[config.mk]
export PLATFORM = sky130hd
export DESIGN_NAME = rf_spill_fill_ctrl
export DESIGN_NICKNAME = d
export VERILOG_FILES = /design/src/rtl/rf_spill_fill_ctrl_pkg.sv /design/src/rtl/rf_spill_fill_ctrl_stack_mem.sv /design/src/rtl/rf_spill_fill_ctrl.sv
export SDC_FILE = /design/constraint.sdc
export NUM_CORES = 2
export LEC_CHECK = 0
export ABC_AREA = 1
export CAP_MARGIN = 10
export CORE_ASPECT_RATIO = 2
export CORE_UTILIZATION = 50
export CTS_BUF_LIST = sky130_fd_sc_hd__clkbuf_4
export DETAILED_ROUTE_END_ITERATION = 6
export PLACE_DENSITY_LB_ADDON = 0.15
export SYNTH_ARGS = -nofsm -noshare
export SYNTH_HDL_FRONTEND = slang
export SYNTH_SLANG_ARGS = --single-unit
[constraint.sdc]
create_clock -name clk -period 5.8 [get_ports clk]
set_clock_uncertainty 0.15 [all_clocks]
set_input_delay 1.16 -clock clk [delete_from_list [all_inputs] [get_ports clk]]
set_output_delay 1.16 -clock clk [all_outputs]
set_load 0.02 [all_outputs]
[src/rtl/rf_spill_fill_ctrl_pkg.sv]
// rf_parameters: shared sizes, FSM state type and stack address helper for rf_spill_fill_ctrl.
package rf_parameters;
  localparam int NBITS = 64;
  localparam int N = 3;
  localparam int DEPTH_WIN = 8;
  localparam int WPW = 2 * N;
  localparam int RAM_DEPTH = DEPTH_WIN * WPW;
  localparam int AW = $clog2(RAM_DEPTH);
  localparam int CW = $clog2(DEPTH_WIN + 1);
  localparam int WCW = $clog2(WPW);
  typedef enum logic [1:0] {SF_IDLE, SF_SPILL, SF_FILL} sf_state_t;
  function automatic logic [AW-1:0] sf_addr(input logic [CW-1:0] win, input logic [WCW-1:0] wc);
    return AW'(int'(win) * WPW + int'(wc));
  endfunction
endpackage

[src/rtl/rf_spill_fill_ctrl_stack_mem.sv]
// rf_stack_mem: single-port synchronous window-stack RAM, 1-cycle read latency, no reset.
module rf_stack_mem #(
  parameter int DW = 64,
  parameter int AW = 6,
  parameter int DEPTH = 48
) (
  input  logic          clk,
  input  logic          we,
  input  logic [AW-1:0] addr,
  input  logic [DW-1:0] wdata,
  output logic [DW-1:0] rdata
);
  logic [DW-1:0] mem [DEPTH];
  always_ff @(posedge clk) begin
    if (we) mem[addr] <= wdata;
    rdata <= mem[addr];
  end
endmodule

[src/rtl/rf_spill_fill_ctrl.sv]
// rf_spill_fill_ctrl: LIFO spill/fill backing store for the windowed RF.
// Optional stored even parity per word when RF_SPILL_PARITY_EN is defined.
module rf_spill_fill_ctrl
  import rf_parameters::*;
(
  input  logic             clk,
  input  logic             rst,
  input  logic             spill,
  input  logic             fill,
  input  logic [NBITS-1:0] mem_bus,
  output logic [NBITS-1:0] mem_busRead,
  output logic             fill_valid,
  output logic             busy,
  output logic             done,
  output logic             ovf,
  output logic             unf,
  output logic             proto_err,
  output logic             parity_err,
  output logic [CW-1:0]    win_cnt
);
`ifdef RF_SPILL_PARITY_EN
  localparam int DW = NBITS + 1;
`else
  localparam int DW = NBITS;
`endif
  sf_state_t state_q, state_d;
  logic [WCW-1:0] wc_q, wc_d;
  logic [CW-1:0] win_cnt_q, win_cnt_d;
  logic done_q, done_d, fv_q, fv_d;
  logic ovf_q, ovf_d, unf_q, unf_d, proto_q, proto_d, par_q, par_d;
  logic spill_ok, fill_ok, last, we;
  logic [AW-1:0] addr;
  logic [DW-1:0] wdata, rdata;
  rf_stack_mem #(.DW(DW), .AW(AW), .DEPTH(RAM_DEPTH)) u_mem (
    .clk(clk), .we(we), .addr(addr), .wdata(wdata), .rdata(rdata)
  );
  always_ff @(posedge clk or posedge rst) begin
    if (rst) begin
      state_q <= SF_IDLE;
      wc_q <= '0;
      win_cnt_q <= '0;
      done_q <= 1'b0;
      fv_q <= 1'b0;
      ovf_q <= 1'b0;
      unf_q <= 1'b0;
      proto_q <= 1'b0;
      par_q <= 1'b0;
    end else begin
      state_q <= state_d;
      wc_q <= wc_d;
      win_cnt_q <= win_cnt_d;
      done_q <= done_d;
      fv_q <= fv_d;
      ovf_q <= ovf_d;
      unf_q <= unf_d;
      proto_q <= proto_d;
      par_q <= par_d;
    end
  end
  always_comb begin
    state_d = spill_ok ? SF_SPILL : fill_ok ? SF_FILL : (state_q != SF_IDLE && last) ? SF_IDLE : state_q;
  end
  // The last fill word is still on rdata the cycle after FILL ends, so busy covers fv_q too.
  always_comb begin
    busy = state_q != SF_IDLE || fv_q;
    spill_ok = !busy && spill && win_cnt_q != CW'(DEPTH_WIN);
    fill_ok = !busy && fill && !spill && win_cnt_q != '0;
    last = wc_q == WCW'(WPW - 1);
    wc_d = spill_ok ? WCW'(1) : (state_q != SF_IDLE && !last) ? wc_q + 1'b1 : '0;
    win_cnt_d = (state_q == SF_SPILL && last) ? win_cnt_q + 1'b1 :
                (state_q == SF_FILL && last) ? win_cnt_q - 1'b1 : win_cnt_q;
    done_d = state_q != SF_IDLE && last;
    fv_d = state_q == SF_FILL;
    ovf_d = ovf_q | (!busy && spill && win_cnt_q == CW'(DEPTH_WIN));
    unf_d = unf_q | (!busy && fill && !spill && win_cnt_q == '0);
    proto_d = proto_q | (busy && (spill || fill)) | (spill && fill);
    we = spill_ok || state_q == SF_SPILL;
    addr = sf_addr(state_q == SF_FILL ? win_cnt_q - 1'b1 : win_cnt_q, wc_q);
`ifdef RF_SPILL_PARITY_EN
    wdata = {^mem_bus, mem_bus};
    par_d = par_q | (fv_q && ((^rdata[NBITS-1:0]) != rdata[NBITS]));
`else
    wdata = mem_bus;
    par_d = 1'b0;
`endif
  end
  always_comb begin
    mem_busRead = fv_q ? rdata[NBITS-1:0] : '0;
    fill_valid = fv_q;
    done = done_q;
    ovf = ovf_q;
    unf = unf_q;
    proto_err = proto_q;
    parity_err = par_q;
    win_cnt = win_cnt_q;
  end
endmodule

* After elaboration in Yosys (flattened, before gate mapping) *
Memories as Yosys holds them, arrays and structs flattened. A register that Yosys moved wholly into a read port is not among the register bits.
Index checks and enable logic that the tools add are counted.

storage, ports and cells
  register bits after elaboration = 14
  RAM bits = 3072
  bits of input ports = 68
  output and inout port bits = 75
  word-level logic and storage cells = 58
  memories kept = 1

cells by class
  $add $sub $neg = 4
  multiply operators = 1
  eq/ne operators = 5
  multiplexer cells = 11
  bitwise gates (word level) = 4
  reduce and logical (&&, ||, !) cells = 24

memory list
  name       depth  bits a word  rd ports  clocked after memory_dff  wr ports  line                                text
  u_mem.mem  48     64           1         1                         1         rf_spill_fill_ctrl_stack_mem.sv:13  logic [DW-1:0] mem [DEPTH];

operators with widths
  operator               number
  $mux W64               1
  $logic_and A1 B1 Y1    13
  $mux W4                3
  $add A6 B3 Y6          1
  $mux W2                3
  $mux W3                2
  $mul A4 B2 Y5 const B  1
  $add A4 B1 Y4 const B  1
  $eq A4 B4 Y1 const B   1
  $logic_not A4 Y1       1
  $ne A4 B4 Y1 const B   1
  $or A1 B1 Y1           4
  $reduce_bool A2 Y1     2
  $reduce_bool A4 Y1     1
  $sub A4 B1 Y4 const B  1
  $add A3 B1 Y3 const B  1
  $eq A3 B3 Y1 const B   1
  $logic_not A1 Y1       3
  $logic_or A1 B1 Y1     3
  $reduce_bool A3 Y1     1
  $eq A2 B1 Y1 const B   1
  $eq A2 B2 Y1 const B   1
  $mux W1                2

* Logic depth before layout (Yosys ltp) *
  depth after elaboration = 8
  mapped depth = 22
  mapped depth without buffers = 18

* Cells and area by module *
Synthesis repeated with hierarchy kept, for this count alone.

unflattened totals
  cells, all modules = 11826
  area, all modules = 130681.6 um^2

modules (own cells, without submodules)
  module              instances  cells an instance  area an instance (um^2)  sequential area each (um^2)
  rf_stack_mem        1          11553              129146.4                 93529.7
  rf_spill_fill_ctrl  1          273                1535.2                   350.3

* Least setup slack after synthesis *
OpenSTA, ideal clock, no wires.

  path kind = reg-to-reg
  start = register win_cnt_q[0], in the netlist win_cnt[0]
  end = memory u_mem.mem[16][0] (enable)
  library setup time = 487 ps
  data arrival time = 5791 ps
  required time = 5163 ps
  path slack = -627 ps
  stages on the path, launching flop included = 16
  path buffers = 3
  period minus slack after synthesis = 6427 ps
  cells stage by stage = dfrtp_1 inv_2 ha_1 nor2_1 a21oi_1 inv_1 ha_1 inv_1 fa_1 buf_2 inv_1 nor3_2 buf_2 clkbuf_1 nand2_1 nor2_1

between the ends
  longest elaborated chain between the ends = 5
  elaborated cells between the ends (all ways) = 9
  those cells by class = add/sub: 2; mul: 1; eq/ne: 1; mux: 3; reduce/logical: 2

RTL lines
  item                                                                   line                                text
  from (decl)                                                            rf_spill_fill_ctrl.sv:28            logic [CW-1:0] win_cnt_q, win_cnt_d;
  from (signal assigned)                                                 rf_spill_fill_ctrl.sv:51            win_cnt_q <= win_cnt_d;
  parallel branches: the longest is 5 deep, another holds $add A6 B3 Y6  -
  to (decl)                                                              rf_spill_fill_ctrl_stack_mem.sv:13

Parallel ways; which one is timed is not known.

* Final worst setup path *
  start = register win_cnt_q[0], in the netlist win_cnt[0]
  end = memory u_mem.mem[39][38] (enable)

The elaborated chain is that of the path after synthesis.

==> metrics.txt <==
outcome completed; hold violation count in the final report 0; Post-CTS Resized 0; Hold Path Cell Cnt 3; total of max-cap violations 0; crit start category flip-flop; postcts setup bufs 0; vias per inst 5.49; Cell Rows 262; Wirelength per Cell 24.1 um; GRT overflow 0; Starting Density 0.503; DRC viols 0; utilization after layout 0.562; min Tclk post-route 5.38 ns; Ports 143; RR Startpoint win_cnt[0]; Buffers on Ports 141; cts bufs inserted 681; Syn-to-layout area delta 11.6%; Synth Flop Type edfxtp_1; crit path capture type flip-flop; DP Worst Slack 0.606 ns; post-DP HPWL 205 mm; Non-Filler Instances 16100; CTS tree yes; Pins Over Slew Limit 0; Post-Syn Nets 11900; clock sink count 3150; largest net degree at the start of global routing 191; Gate Count Post-Synth 11800; FF-to-FF End u_mem.mem[39][38]; Mean Syn Cell Area 10.8 sq um; # hold bufs at CTS 1; vias in the first global route 88700; cell chosen for the clock root clkbuf_4; first drt pass iteration count 6; Worst R2R Path Depth 16; kind of critical path reg -> reg; Hold EP proto_err; placed cell count 14900; GRT Total Usage 0.297; Slew headroom 0.206; Final WS setup 0.416 ns; Die H 718 um; Yosys cell types 37; FF+latch count, synth 3150; Clock Latency Late Sink 1.37 ns; fill count 21600; CTS max path bufs 4; Worst Path Arrival 6.15 ns; HP Start fill; Synthesis Warnings 0; chip width 360 um; HP Class in -> reg; GP Congestion 0.849; Worst Max-Slew Pin Slew 1.19 ns; Final Setup Violations 0; die area 258000 sq um; # H-tree levels 6; Peak Freq 186 MHz; layout cells sized above 1 0.110; initial antenna violation count 15; Routed Wire Length 388 mm; Critical Path RT 6.57 ns; final critical-path share of the clock period 0.928; RSZ-0062 raised after global routing false; Routed Antenna Nets 0; first-pass GRT wire length 564 mm; core area 255000 sq um; via count 88500; Cell Area, Synth 128000 sq um; asr flop ratio synth 0.00444; Reg2Reg Setup Slack 0.42 ns; initial drt markers 8481; CP Max Fanout 31; sequential area share after synthesis 0.733; fin nets 12400; EDFF count, synth 3072; CTS clk-pin slew, worst paths 0.07 ns
-- how the worst max path moves through the flow --
stage	from	end	slack (ns)	depth (start not counted)
after floorplan	win_cnt[0]	u_mem.mem[16][0]	-0.63	15
after CTS	win_cnt[0]	u_mem.mem[39][38]	0.54	16
after detailed placement	win_cnt[0]	u_mem.mem[39][38]	0.61	16
final	win_cnt[0]	u_mem.mem[39][38]	0.42	16
after global placement	win_cnt[0]	u_mem.mem[35][48]	0.48	16
after global routing	win_cnt[0]	u_mem.mem[39][38]	0.29	16
-- synth_stat cells (all sizes together) (2+ instances only) --
library cell  instances  share of area
nand3               148         0.0059
nand4                87         0.0043
ha                    9        0.00088
o21bai                2        0.00012
nand3b               35         0.0021
or2                   8        0.00039
fa                    2        0.00031
o21ai                73         0.0029
inv                 158         0.0046
nor2                147         0.0043
dfxtp                64          0.010
xor2                  8        0.00066
dfrtp                14         0.0027
edfxtp             3072           0.72
buf                 418          0.016
nand2              7143           0.21
clkbuf              176         0.0052
a21oi               215         0.0084
xnor2                 3        0.00021
o2bb2ai              18         0.0012
o221ai                2        0.00014
nor3                  2        0.00012
a22oi                 6        0.00035
clkinv                2       0.000059
-- metal layers --
metal  track usage  share of wire  up-vias
met5             0       0.000059        -
met1         0.349           0.36    43200
li1              -              -    40300
met4         0.140          0.046        4
met3        0.0446          0.077      888
met2         0.530           0.51     4071
-- cell families after synthesis --
family / count (synthesis) / share of synthesized area
other: 1 / 0.0000293
and+or+nand+nor: 7570 / 0.226
DFF: 3150 / 0.733
adders and majority gates: 11 / 0.00119
buffers and inverters: 754 / 0.0259
AOI/OAI and AO/OA: 316 / 0.0131
xor gates and xnor gates: 11 / 0.000869
-- cell type report --
class / instances / area [sq um] / area share
tap: 3300 / 4130 / 0.0289
clock inverter: 190 / 1080 / 0.00756
inverter: 160 / 661 / 0.00462
multi-input combinational: 7909 / 31400 / 0.219
timing repair buffer: 380 / 4310 / 0.0301
sequential: 3150 / 93900 / 0.656
antenna: 10 / 25.0 / 0.000175
clock buffer: 1013 / 7600 / 0.0532
-- cells in the final DEF (no fill, tap or decap), types with 7 or more instances in the layout --
master	instances
o2bb2ai_1	18
dfrtp_1	12
clkbuf_4	1013
nand4_1	85
nor2_1	98
o21ai_0	72
edfxtp_1	3072
nand3b_1	35
nor2_4	48
buf_12	93
clkinvlp_4	7
clkinv_2	26
a21oi_1	215
inv_1	144
or2_2	7
clkdlybuf4s50_1	128
clkinv_1	134
nand3_1	145
dfxtp_1	64
ha_1	8
buf_4	145
diode_2	10
buf_2	13
bufinv_16	11
nand2_1	7139
inv_2	11
-- registers in the layout (all words and copies together) (netlist names) --
name and cells:
u_mem.mem 3072, u_mem.rdata 64, win_cnt 4, wc_q 3
state_q 2, done 1, fill_valid 1, ovf 1
proto_err 1, unf 1
-- per-stage QoR --
step / hold slack, ns / TNS, ns / cell area, sq um
5_1_grt: 0.270 / 0 / 143000
4_1_cts: 0.149 / 0 / 143000
6_report: 0.329 / 0 / 143000
2_1_floorplan: 0.321 / -1394.19 / 128000
3_5_place_dp: 0.324 / 0 / 134000
3_3_place_gp: 0.315 / 0 / 134000
-- worst max-delay path, stage by stage (launching register included) --
cell	delay, ns
dfrtp_1	0.51
inv_2	0.08
ha_1	0.34
nor2_1	0.06
a21oi_1	0.39
inv_1	0.13
ha_1	0.35
inv_1	0.08
fa_4	0.44
or2_1	0.29
nor2_1	0.21
xor2_1	0.23
nand2_2	0.15
nand2_4	0.29
nand3_2	0.45
nor2_4	0.26
buf_4	0.53
Power is not shown: default switching activity piles up to over one toggle a cycle in this logic, so the estimate is an artifact.
